## src/rtl/ex_hazard_ctrl_pkg.sv

```systemverilog
// Shared types and defaults for the EX-stage hazard and mul/div sequencer.
// Pure definitions: no logic, no latency, no flow control.
package ex_hazard_ctrl_pkg;

    typedef enum logic [1:0] {
        MD_IDLE     = 2'd0,
        MD_MUL_WAIT = 2'd1,
        MD_DIV_WAIT = 2'd2,
        MD_DONE     = 2'd3
    } md_state_e;

    localparam int MUL_LAT_DEFAULT = 3;
    // Wide enough for the largest legal multiply latency (15).
    localparam int MD_CNT_W = 4;

endpackage

```

## src/rtl/ex_hazard_ctrl_load_use_detect.sv

```systemverilog
// Load-use hazard compare between the EX load destination and the ID sources.
// Latency: combinational; backpressure: none, result feeds the stall decode.
module ex_hazard_ctrl_load_use_detect (
    input  logic [4:0] id_rs1_add_i,
    input  logic [4:0] id_rs2_add_i,
    input  logic [4:0] ex_rd_add_i,
    input  logic       ex_rd_mem_i,
    output logic       hazard_o
);

    logic rd_nonzero;
    logic rs_match;

    // x0 is hardwired to zero, so a load targeting it never creates a dependency.
    assign rd_nonzero = (ex_rd_add_i != 5'd0);
    assign rs_match   = (ex_rd_add_i == id_rs1_add_i) || (ex_rd_add_i == id_rs2_add_i);
    assign hazard_o   = ex_rd_mem_i && rd_nonzero && rs_match;

endmodule

```

## src/rtl/ex_hazard_ctrl.sv

```systemverilog
// EX-stage sequencer: load-use bubbles, branch flushes and mul/div start/wait/done.
// Latency: controls combinational from state; backpressure: holds PC..ID/EX while mul/div busy.
module ex_hazard_ctrl
    import ex_hazard_ctrl_pkg::*;
#(
    parameter int MUL_LAT = MUL_LAT_DEFAULT,
    parameter int CNT_W   = 32
) (
    input  logic             clk,
    input  logic             rst,
    input  logic [4:0]       id_rs1_add_i,
    input  logic [4:0]       id_rs2_add_i,
    input  logic [4:0]       ex_rd_add_i,
    input  logic             ex_rd_mem_i,
    input  logic             ex_md_req_i,
    input  logic             ex_md_is_div_i,
    input  logic             md_done_i,
    input  logic             mem_branch_taken_i,
    output logic             md_start_o,
    output logic             md_kill_o,
    output logic             md_busy_o,
    output logic             stall_pc_o,
    output logic             stall_ifid_o,
    output logic             stall_idex_o,
    output logic             flush_ifid_o,
    output logic             flush_idex_o,
    output logic             flush_exmem_o,
    output logic [CNT_W-1:0] stall_cnt_o
);

    localparam logic [MD_CNT_W-1:0] MUL_LOAD = MD_CNT_W'(MUL_LAT - 1);

    md_state_e             state_q, state_d;
    logic [MD_CNT_W-1:0]   cnt_q, cnt_d;
    logic [CNT_W-1:0]      stall_cnt_q, stall_cnt_d;
    logic                  load_use;

    ex_hazard_ctrl_load_use_detect u_load_use_detect (
        .id_rs1_add_i (id_rs1_add_i),
        .id_rs2_add_i (id_rs2_add_i),
        .ex_rd_add_i  (ex_rd_add_i),
        .ex_rd_mem_i  (ex_rd_mem_i),
        .hazard_o     (load_use)
    );

    always_comb begin
        state_d       = state_q;
        cnt_d         = cnt_q;
        md_start_o    = 1'b0;
        md_kill_o     = 1'b0;
        md_busy_o     = 1'b0;
        stall_pc_o    = 1'b0;
        stall_ifid_o  = 1'b0;
        stall_idex_o  = 1'b0;
        flush_ifid_o  = 1'b0;
        flush_idex_o  = 1'b0;
        flush_exmem_o = 1'b0;

        // A taken branch outranks everything: front-end flush, no stalls.
        case (state_q)
            MD_IDLE: begin
                if (mem_branch_taken_i) begin
                    flush_ifid_o = 1'b1;
                    flush_idex_o = 1'b1;
                end else if (ex_md_req_i) begin
                    md_start_o    = 1'b1;
                    stall_pc_o    = 1'b1;
                    stall_ifid_o  = 1'b1;
                    stall_idex_o  = 1'b1;
                    flush_exmem_o = 1'b1;
                    if (ex_md_is_div_i) begin
                        state_d = MD_DIV_WAIT;
                    end else begin
                        state_d = MD_MUL_WAIT;
                        cnt_d   = MUL_LOAD;
                    end
                end else if (load_use) begin
                    stall_pc_o   = 1'b1;
                    stall_ifid_o = 1'b1;
                    flush_idex_o = 1'b1;
                end
            end
            MD_MUL_WAIT, MD_DIV_WAIT: begin
                md_busy_o = 1'b1;
                if (mem_branch_taken_i) begin
                    md_kill_o    = 1'b1;
                    flush_ifid_o = 1'b1;
                    flush_idex_o = 1'b1;
                    state_d      = MD_IDLE;
                    cnt_d        = '0;
                end else begin
                    stall_pc_o    = 1'b1;
                    stall_ifid_o  = 1'b1;
                    stall_idex_o  = 1'b1;
                    flush_exmem_o = 1'b1;
                    if (state_q == MD_MUL_WAIT) begin
                        if (cnt_q == '0) begin
                            state_d = MD_DONE;
                        end else begin
                            cnt_d = cnt_q - 1'b1;
                        end
                    end else if (md_done_i) begin
                        state_d = MD_DONE;
                    end
                end
            end
            MD_DONE: begin
                // EX/MEM captures the result this cycle; a new request waits for IDLE.
                state_d = MD_IDLE;
                if (mem_branch_taken_i) begin
                    flush_ifid_o = 1'b1;
                    flush_idex_o = 1'b1;
                end
            end
            default: begin
                state_d = MD_IDLE;
            end
        endcase

        stall_cnt_d = stall_cnt_q + CNT_W'(stall_pc_o);
    end

    always_ff @(posedge clk) begin
        if (rst) begin
            state_q     <= MD_IDLE;
            cnt_q       <= '0;
            stall_cnt_q <= '0;
        end else begin
            state_q     <= state_d;
            cnt_q       <= cnt_d;
            stall_cnt_q <= stall_cnt_d;
        end
    end

    assign stall_cnt_o = stall_cnt_q;

endmodule
```

## config.mk

```make
export PLATFORM = sky130hd
export DESIGN_NAME = ex_hazard_ctrl
export DESIGN_NICKNAME = d
export VERILOG_FILES = /design/src/rtl/ex_hazard_ctrl_pkg.sv /design/src/rtl/ex_hazard_ctrl_load_use_detect.sv /design/src/rtl/ex_hazard_ctrl.sv
export SDC_FILE = /design/constraint.sdc
export NUM_CORES = 1
export LEC_CHECK = 0
export ABC_AREA = 1
export CORE_MARGIN = 2
export CORE_UTILIZATION = 51
export CTS_BUF_LIST = sky130_fd_sc_hd__clkbuf_8
export CTS_CLUSTER_DIAMETER = 150
export CTS_CLUSTER_SIZE = 30
export DETAILED_ROUTE_END_ITERATION = 8
export PLACE_DENSITY = 0.82
export SETUP_SLACK_MARGIN = 0.3
export SYNTH_ARGS = -nofsm -noshare
export SYNTH_HDL_FRONTEND = slang
export SYNTH_SLANG_ARGS = --single-unit
```

## constraint.sdc

```tcl
create_clock -name clk -period 2.8 [get_ports clk]
set_clock_uncertainty 0.1 [all_clocks]
set_input_delay 0.7 -clock clk [delete_from_list [all_inputs] [get_ports clk]]
set_output_delay 0.7 -clock clk [all_outputs]
set_load 0.02 [all_outputs]
```

==> results.py, run 1 <==
metrics = {
    "clock_tree": {
        "cts_htree_levels": 2,
        "clock_sinks": 38,
        "clk_latency_ns": 0.29,
        "cts_buffers": 5,
        "root_buffer": "clkbuf_8",
        "cts_buffer_depth": 2,
        "clk_pin_slew_ns": 0.07,
        "cts_tree": "built",
    },
    "drt": {
        "dr.pass1.iters": 4,
        "post_drt_wl_per_cell_um": 12.9,
        "wl_um": 7360,
        "drtIter0Drc": 250,
        "postRouteAntennaNets": 0,
        "drc": 0,
        "vias_per_cell": 5.18,
        "num_vias": 2965,
    },
    "yosys": {
        "syn_area_mm2": 0.00252,
        "yosysWarnings": 0,
        "ys_seq_area_share_pct": 30.2,
        "synth_area_per_cell_um2": 6.08,
        "syn-num-nets": 445,
        "ys_seq_elements": 38,
        "synthCells": 414,
        "ys_types": 29,
    },
    "grt": {
        "grt_max_degree": 27,
        "grt_pass1_wl_um": 11600,
        "antenna_found_initial": 0,
        "gr-total-overflow": 0,
        "grt_usage_pct": 26.6,
        "grt_pass1_vias": 2670,
    },
    "placement": {
        "gp_congestion": 0.900,
        "detailed_place_hpwl_um": 5180,
        "portBuffers": 62,
    },
    "finish": {
        "fillers": 394,
        "final_common_cell": "nand2_1",
        "postLayoutCoreUtil_pct": 75.8,
        "drive_gt1_share_pct": 20.8,
        "layout.nets": 535,
        "syn2layout_area_growth_pct": 43.1,
        "multi_input_area_mm2": 0.00171,
        "insertedDiodeCount": 0,
        "mostFrequentLayoutCells": "128 x nand2_1, 73 x nor2_1, 36 x dfxtp_1, 36 x clkdlybuf4s50_1, 35 x inv_1",
        "ff_latch_area_um2": 766,
    },
    "power_and_ir_drop": {
        "pwr-share-seq_pct": 32.5,
        "p_leak_nw": 1.43,
        "pwr-share-clk_pct": 23.5,
        "p_int_mw": 1.21,
        "ir_worst_vdd_mv": 0.440,
        "switching_share_pct": 37.0,
        "power_density_mw_per_mm2": 533,
        "p_sw_uw": 710,
        "pwr-share-comb_pct": 44.0,
    },
    "floorplanning": {
        "row_count": 25,
        "fp.dieArea_mm2": 0.00551,
        "die_w_um": 74.3,
        "die_h_um": 74.3,
        "start_util_pct": 52.9,
        "ios": 63,
        "fp.coreArea_mm2": 0.00475,
    },
    "sta": {
        "hold_viol": 0,
        "grt_setup_unrepaired": "true",
        "slew_headroom_pct": 69.7,
        "period_share_pct": 90.7,
        "tightest_slew_ns": 0.455,
        "final_max_slew_viol_count": 0,
        "fmax_ghz": 0.394,
        "setup_viol": 0,
        "tns_ns": 0,
        "min_period_ns": 2.54,
    },
    "status": {
        "status": "finished, final reports clean",
    },
    "worst_setup_path": {
        "path_max_fanout": 4,
        "crit_path_start_kind": "register",
        "critPathCaptureType": "output port",
        "max_stage_delay_ns": 0.60,
        "arrival_ns": 1.74,
        "cp_cell_sequence": "clkinvlp_4 > ha_4 > clkdlybuf4s50_1",
        "crit_type": "register to output port",
        "slowest_stage": "clkdlybuf4s50_1",
        "cp_data_required_time_ns": 2.00,
    },
    "min_path": {
        "hold_class": "register to register",
    },
    "run": {
        "maxCapViolCount": 0,
    },
}
==> worst paths after layout <==
check / cells past startpoint / end / from / slack [ns]
min: 2 / stall_cnt_o[31] / stall_cnt_o[31] / 0.37
max reg2reg: 16 / stall_cnt_o[18] / state_q[0] / 0.34
min reg2reg: 2 / stall_cnt_o[31] / stall_cnt_o[31] / 0.37
max: 3 / md_busy_o / state_q[0] / 0.26
==> layout make-up <==
| cell class | count | share of cell area (%) |
|---|---|---|
| multi-input cells | 324 | 47.5 |
| repair buffers | 90 | 21.1 |
| clock inverters | 3 | 1.04 |
| well taps | 67 | 2.33 |
| clock buffers | 5 | 1.91 |
| inverters | 45 | 4.86 |
| flip-flops and latches | 38 | 21.2 |
==> layer usage <==
| metal | part of all wire (%) | up-vias | wire, um | global-route usage, % |
|---|---|---|---|---|
| met5 | 0 | - | 0 | 0 |
| met4 | 1.9 | 0 | 142 | 7.74 |
| met3 | 7.6 | 21 | 559 | 5.83 |
| met2 | 48 | 127 | 3550 | 44.2 |
| met1 | 42 | 1342 | 3110 | 34.8 |
| li1 | - | 1475 | - | - |
==> flip-flops by register name, summed over array words and instances, names as in the netlist <==
| signal | cells |
|---|---|
| cnt_q | 4 |
| state_q | 2 |
| stall_cnt_o | 32 |
==> Yosys cell counts <==
cell type  instances  area, um2
or2_0              2       12.5
o21a_1             3       22.5
xnor2_1            3       26.3
o21ai_0            6       30.0
nor2_1            78        293
nor2_2             5       31.3
and2_1             1       6.26
a31oi_1            1       6.26
clkinv_1           1       3.75
nand3b_1          11       82.6
o21ai_1            4       20.0
nand4_1            2       12.5
inv_2              3       11.3
inv_1             41        154
nand2_2            2       12.5
dfxtp_1           38        761
nand3_1           15       75.1
nor3_1             6       30.0
a21boi_0           1       7.51
a21oi_1           29        145
o21bai_1           1       7.51
buf_4              3       22.5
ha_1               9        113
or2_2              1       6.26
clkbuf_1           4       15.0
nor2_4             5       56.3
nand3_2            4       40.0
nand2_4            1       11.3
nand2_1          134        503
==> power by group through the flow <==
stage | registers, mW | clock network, mW | logic (mW)
6_report | 0.625 | 0.451 | 0.844
5_1_grt | 0.629 | 0.482 | 0.932
4_1_cts | 0.617 | 0.457 | 0.742
3_5_place_dp | 0.627 | 0 | 0.762
3_3_place_gp | 0.623 | 0 | 0.742
2_1_floorplan | 0.630 | 0 | 0.510
==> cells by family (layout without fill, tap and decap cells) <==
group	Yosys count	in the layout	synth area share (%)
xor gates and xnor gates	3	3	1.04
AOI/OAI and AO/OA	45	45	9.49
DFF	38	38	30.2
buffers and inverters	52	143	8.20
and+or+nand+nor	267	267	46.6
adders and majority gates	9	9	4.47
==> stage by stage <==
step                hold slack [ns]  instance area, um2  power, mW  setup slack (ns)  cells
floorplan                     0.358                2570       1.14             0.311    414
global placement              0.358                3390       1.37            -0.391    556
detailed placement            0.371                3390       1.39            -0.472    556
CTS                           0.380                3470       1.82             0.307    567
global route                  0.411                3600       2.04             0.199    572
finish                        0.374                3600       1.92             0.261    572
==> what timing repair did <==
| action | in CTS | in global routing |
|---|---|---|
| buffers inserted | 3 | 5 |
| pin swaps | 29 | 19 |
| hold buffers | 0 | 0 |
| endpoints found under the setup margin | 37 | 25 |
| gates resized for setup | 89 | 38 |
==> worst max-delay path, delay by kind of cell (launching register included) <==
family	cells	cell delay, ns
adders and majority gates	1	0.33
buffers and inverters	2	0.74
DFF	1	0.38
No activity file was read; power rests on OpenSTA's default activity.
==> run 2, diff against run 1 <==
--- a/config.mk
+++ b/config.mk
@@ -6,6 +6,7 @@
 export NUM_CORES = 1
 export LEC_CHECK = 0
 export ABC_AREA = 1
+export CORE_ASPECT_RATIO = 1.2
 export CORE_MARGIN = 2
 export CORE_UTILIZATION = 51
 export CTS_BUF_LIST = sky130_fd_sc_hd__clkbuf_8
==> run 2 against run 1 <==
Compared with the run above:
- via count fell by 2.4%
- maximum frequency rose by 4.3%
- power rose by 4.6%
- combinational power fell by 2.8%
- worst hold slack improved by 0.012 ns
- sequential cell count did not move
- critical path type unchanged
- critical endpoint is now stall_ifid_o
- largest cell class unchanged
==> results.py, run 2 (synthesized netlist as in run 1, its figures left out) <==
metrics = {
    "clock_tree": {
        "cts_htree_levels": 2,
        "clock_sinks": 38,
        "root_buffer": "clkbuf_8",
        "cts_buffer_depth": 2,
        "hold_buffers": 0,
        "cts_tree": "built",
        "clk_latency_ns": 0.29,
        "cts_buffers": 5,
        "clk_pin_slew_ns": 0.08,
    },
    "worst_setup_path": {
        "crit_path_start_kind": "register",
        "cp_cell_sequence": "inv_4 > ha_4 > inv_2 > nor2_4 > o21bai_4 > nand2_2 > buf_4 > buf_4",
        "cp_data_required_time_ns": 2.00,
        "path_max_fanout": 4,
        "slowest_stage": "dfxtp_4",
        "crit_type": "register to output port",
        "r2r_cells": 16,
        "arrival_ns": 1.63,
        "crit_top_cell": "buf_4",
        "critPathCaptureType": "output port",
        "max_stage_delay_ns": 0.38,
    },
    "power_and_ir_drop": {
        "p_sw_uw": 709,
        "pwr-share-clk_pct": 28.2,
        "switching_share_pct": 35.3,
        "p_leak_nw": 1.44,
        "ir_worst_vdd_mv": 0.370,
        "pwr-share-comb_pct": 40.8,
        "power_density_mw_per_mm2": 548,
        "p_int_mw": 1.30,
        "total_power_mw": 2.01,
        "pwr-share-seq_pct": 31.0,
    },
    "floorplanning": {
        "die_h_um": 81.0,
        "row_count": 28,
        "ios": 63,
        "die_w_um": 68.1,
        "start_util_pct": 52.1,
        "fp.dieArea_mm2": 0.00552,
        "fp.coreArea_mm2": 0.00483,
    },
    "drt": {
        "drc": 0,
        "dr.pass1.iters": 4,
        "wl_um": 7180,
        "vias_per_cell": 5.12,
        "drtIter0Drc": 106,
        "post_drt_wl_per_cell_um": 12.7,
        "num_vias": 2893,
        "postRouteAntennaNets": 0,
    },
    "sta": {
        "holdWs_ns": 0.386,
        "fmax_ghz": 0.411,
        "slew_headroom_pct": 66.9,
        "setup_viol": 0,
        "period_share_pct": 87.0,
        "hold_viol": 0,
        "fin_ws_ns": 0.365,
        "min_period_ns": 2.43,
        "grt_setup_unrepaired": "true",
        "final_max_slew_viol_count": 0,
        "tightest_slew_ns": 0.496,
    },
    "placement": {
        "placed_cell_area_mm2": 0.00337,
        "detailed_place_hpwl_um": 5270,
        "portBuffers": 62,
        "gp_congestion": 0.901,
        "dpl_worst_slack_ns": -0.447,
    },
    "grt": {
        "antenna_found_initial": 0,
        "grt_max_degree": 27,
        "grt_usage_pct": 26.5,
        "grt_pass1_wl_um": 11200,
        "grt_pass1_vias": 2650,
        "gr-total-overflow": 0,
    },
    "finish": {
        "syn2layout_area_growth_pct": 45.6,
        "layout.nets": 535,
        "ff_latch_area_um2": 766,
        "insertedDiodeCount": 0,
        "drive_gt1_share_pct": 22.6,
        "largest_register_ffs": 32,
        "multi_input_area_mm2": 0.00171,
        "fillers": 377,
        "final_common_cell": "nand2_1",
        "post-route-cell-area_mm2": 0.00366,
        "mostFrequentLayoutCells": "124 x nand2_1, 74 x nor2_1, 36 x dfxtp_1",
    },
    "run": {
        "maxCapViolCount": 0,
    },
    "status": {
        "status": "finished, final reports clean",
    },
    "min_path": {
        "hold_class": "register to register",
        "hold_path_depth": 2,
    },
}
[run 2: path summary, 6_finish.rpt]
| path | start | to | slack [ns] |
|---|---|---|---|
| setup / recovery | state_q[0] | stall_ifid_o | 0.37 |
| hold / removal | stall_cnt_o[31] | stall_cnt_o[31] | 0.39 |
| setup reg to reg | state_q[0] | stall_cnt_o[18] | 0.41 |
| hold reg to reg | stall_cnt_o[31] | stall_cnt_o[31] | 0.39 |
[run 2: stage by stage]
stage / TNS [ns] / utilization [%] / instances
after floorplan: 0 / - / 414
after global placement: -7.47 / 69.7 / 548
after detailed placement: -9.14 / 69.7 / 548
after CTS: 0 / 74.3 / 563
after global routing: 0 / 75.8 / 565
final: 0 / 75.8 / 565
[run 2: final cells by class]
| class | instances | area share, % |
|---|---|---|
| clock inverter | 3 | 1.88 |
| sequential | 38 | 20.9 |
| multi-input combinational | 324 | 46.6 |
| clock buffer | 5 | 1.88 |
| tap | 60 | 2.05 |
| timing repair buffer | 90 | 21.9 |
| inverter | 45 | 4.75 |
[run 2: power by group through the flow]
stage	clock [mW]	sequential, mW	combinational, mW
after floorplan	0	0.630	0.510
after global placement	0	0.624	0.755
after detailed placement	0	0.627	0.775
after CTS	0.566	0.617	0.748
after global routing	0.591	0.627	0.910
final	0.566	0.622	0.820
[run 2: layer usage]
metal | GRT usage [%] | vias to the layer above | part of all wire, %
met5 | 0 | - | 0
met4 | 10.4 | 0 | 2.9
met3 | 4.02 | 15 | 4.2
met2 | 49.5 | 81 | 53
met1 | 29.1 | 1324 | 40
li1 | - | 1473 | -
[run 2: critical path: cells and delay by family (launching register included)]
family	cells	cell delay (ns)
buf+inv	4	0.44
fa+ha+maj	1	0.25
flops	1	0.38
simple gates	2	0.15
compound gates	1	0.12
[run 2: timing repair]
item,in CTS,in global routing
resized for setup,75,70
endpoints found under the hold margin,0,0
setup endpoints to repair,38,34
buffers inserted,7,2
pin swaps,21,24
==> run 3, diff against run 2 <==
--- a/config.mk
+++ b/config.mk
@@ -5,15 +5,15 @@
 export SDC_FILE = /design/constraint.sdc
 export NUM_CORES = 1
 export LEC_CHECK = 0
-export ABC_AREA = 1
 export CORE_ASPECT_RATIO = 1.2
 export CORE_MARGIN = 2
-export CORE_UTILIZATION = 51
+export CORE_UTILIZATION = 49
 export CTS_BUF_LIST = sky130_fd_sc_hd__clkbuf_8
 export CTS_CLUSTER_DIAMETER = 150
 export CTS_CLUSTER_SIZE = 30
 export DETAILED_ROUTE_END_ITERATION = 8
 export PLACE_DENSITY = 0.82
+export RECOVER_POWER = 50
 export SETUP_SLACK_MARGIN = 0.3
 export SYNTH_ARGS = -nofsm -noshare
 export SYNTH_HDL_FRONTEND = slang
==> run 3 against run 2 <==
Compared with the run above:
- the flow now finishes with violations (setup timing)
- combinational power grew 57%
- sequential power rose by 5.0%
- clock-buffer cell count is 1 higher
- sequential cell count is the same
- global-route usage is 0.84 points lower
- power up 17%
- first-iteration DRC count grew to 2.9 times the previous value
- wire length increased by 17%
- via count decreased by 9.2%
- clock power is 27% lower
- critical path type is now register to register
==> results.py, run 3 <==
metrics = {
    "drt": {
        "postRouteAntennaNets": 0,
        "vias_per_cell": 6.20,
        "dr.pass1.iters": 5,
        "wl_um": 8390,
        "drc": 0,
        "num_vias": 2627,
        "post_drt_wl_per_cell_um": 19.8,
        "drtIter0Drc": 304,
    },
    "worst_setup_path": {
        "setup.worst_path.start": "state_q[0]",
        "path_max_fanout": 6,
        "crit_type": "register to register",
        "critPathCaptureType": "register",
        "arrival_ns": 3.04,
        "crit_path_start_kind": "register",
        "timing.rr.start": "state_q[0]",
        "cp_data_required_time_ns": 2.94,
    },
    "yosys": {
        "async_flop_share_pct": 0,
        "yosysWarnings": 0,
        "ys.flop_type": "dfxtp_1",
        "yosysMostFrequentCell": "dfxtp_1",
        "synth-edff-count": 0,
        "syn-num-nets": 291,
        "ys_types": 38,
        "synth_top_area_share_pct": 35.1,
        "ys_seq_elements": 38,
        "synth_area_per_cell_um2": 8.33,
        "synth_area_leaders": "dfxtp_1 35%, xor2_1 7.3%, a21oi_1 6.0%, ha_1 5.2%, or4_1 4.2%",
        "synthCells": 260,
        "syn_area_mm2": 0.00217,
        "yosysTopAreaCell": "dfxtp_1",
        "yosys-top-cells-count": "38 x dfxtp_1, 26 x a21oi_1, 18 x xor2_1, 17 x nor2_1, 14 x nand3_1",
        "ys_seq_area_share_pct": 35.1,
    },
    "grt": {
        "grt_max_degree": 21,
        "gr-total-overflow": 0,
        "antenna_found_initial": 0,
        "grt_usage_pct": 25.6,
        "grt_pass1_wl_um": 10200,
        "grt_pass1_vias": 2276,
    },
    "finish": {
        "insertedDiodeCount": 0,
        "mostFrequentLayoutCells": "36 x dfxtp_1, 31 x buf_4, 25 x buf_6",
        "final_common_cell": "dfxtp_1",
        "fillers": 222,
        "drive_gt1_share_pct": 37.2,
        "layout.nets": 398,
        "ff_latch_area_um2": 766,
        "postLayoutCoreUtil_pct": 85.5,
        "syn2layout_area_growth_pct": 68.2,
        "multi_input_area_mm2": 0.00162,
        "largest_register_ffs": 32,
    },
    "clock_tree": {
        "cts_htree_levels": 2,
        "root_buffer": "clkbuf_8",
        "cts_buffer_depth": 2,
        "cts_buffers": 5,
        "clock_sinks": 38,
        "clk_latency_ns": 0.30,
        "hold_buffers": 0,
        "clk_pin_slew_ns": 0.08,
        "cts_tree": "built",
    },
    "power_and_ir_drop": {
        "p_int_mw": 1.45,
        "ir_worst_vdd_mv": 0.861,
        "p_leak_nw": 1.49,
        "switching_share_pct": 38.7,
        "pwr-share-comb_pct": 54.8,
        "power_density_mw_per_mm2": 647,
        "pwr-share-clk_pct": 17.5,
        "pwr-share-seq_pct": 27.7,
        "p_sw_uw": 913,
    },
    "sta": {
        "fin_ws_ns": -0.107,
        "holdWs_ns": 0.408,
        "min_period_ns": 2.91,
        "fmax_ghz": 0.344,
        "final_max_slew_viol_count": 0,
        "tightest_slew_ns": 0.627,
        "setup_viol": 8,
        "hold_viol": 0,
        "period_share_pct": 104,
        "slew_headroom_pct": 58.2,
        "grt_setup_unrepaired": "true",
        "tns_ns": -0.298,
    },
    "placement": {
        "dpl_worst_slack_ns": -0.778,
        "detailed_place_hpwl_um": 4190,
        "gp_congestion": 0.873,
        "portBuffers": 62,
    },
    "floorplanning": {
        "fp.dieArea_mm2": 0.00497,
        "die_w_um": 64.7,
        "row_count": 26,
        "die_h_um": 76.8,
        "fp.coreArea_mm2": 0.00426,
        "start_util_pct": 50.8,
        "ios": 63,
    },
    "status": {
        "violations": "setup timing",
        "status": "complete, but fails checks",
    },
    "min_path": {
        "hold_class": "register to register",
        "hp-start": "cnt_q[2]",
    },
    "run": {
        "maxCapViolCount": 0,
    },
}
-- run 3: cell count changes in the layout (fill, tap and decap cells not counted), sizes merged, moves of 11 or more --
cell	before	now
nand2	137	11
nor2	88	17
inv	44	11
buf	45	66
xor2	0	18
dlygate4sd3	0	16
clkdlybuf4s50	35	20
or4	0	13
nand3b	11	0
-- run 3: path summary, 6_finish.rpt --
path                endpoint  slack [ns]  depth (start not counted)
max          stall_cnt_o[30]       -0.11                         11
min                 cnt_q[2]        0.41                          2
max reg2reg  stall_cnt_o[30]       -0.11                         11
min reg2reg         cnt_q[2]        0.41                          2
-- run 3: logic make-up (layout without fill, tap and decap cells) --
kind of cell / count (synthesis) / after routing / synth area share (%)
mux: 6 / 6 / 3.00
simple gates: 108 / 108 / 28.8
buf+inv: 24 / 132 / 4.91
flops: 38 / 38 / 35.1
xor+xnor: 20 / 20 / 8.09
compound gates: 55 / 55 / 14.9
fa+ha+maj: 9 / 9 / 5.20
-- run 3: area by class of cell --
cell class	instances	share of cell area (%)
tap	56	1.92
clock buffer	6	2.27
sequential	38	21.0
multi-input combinational	198	44.5
clock inverter	2	0.343
inverter	11	1.20
timing repair buffer	113	28.7
-- run 3: timing repair --
item / 4_1_cts / 5_1_grt
buffers inserted: 10 / 13
pin swaps: 37 / 35
endpoints found under the hold margin: 0 / 0
setup endpoints to repair: 40 / 35
cloned: 0 / 0
gates resized for setup: 119 / 62
-- run 3: stage by stage --
stage,power (mW),cell area (um2),cells
3_5_place_dp,1.63,3050,393
2_1_floorplan,1.27,2240,260
6_report,2.36,3640,424
4_1_cts,2.06,3320,411
3_3_place_gp,1.60,3050,393
5_1_grt,2.45,3640,424
-- run 3: worst max-delay path, stage by stage (launching register included) --
cell and delay (ns):
dfxtp_2 0.34, inv_2 0.11, ha_4 0.17, inv_2 0.05
or4_4 0.52, o21bai_4 0.20, ha_4 0.16, buf_6 0.09
ha_4 0.17, nand4_1 0.19, or4_1 0.59, a21oi_1 0.14
-- run 3: power by group through the flow --
stage,clock (mW),sequential [mW],combinational [mW]
after floorplan,0,0.647,0.620
after global placement,0,0.643,0.961
after detailed placement,0,0.644,0.987
after CTS,0.400,0.637,1.02
after global routing,0.432,0.657,1.36
final,0.412,0.653,1.29
-- run 3: metal layers --
metal,global-route usage (%),wire (um)
met1,27.9,3110
met2,46.5,4290
met3,6.45,584
met4,10.4,395
met5,0,0
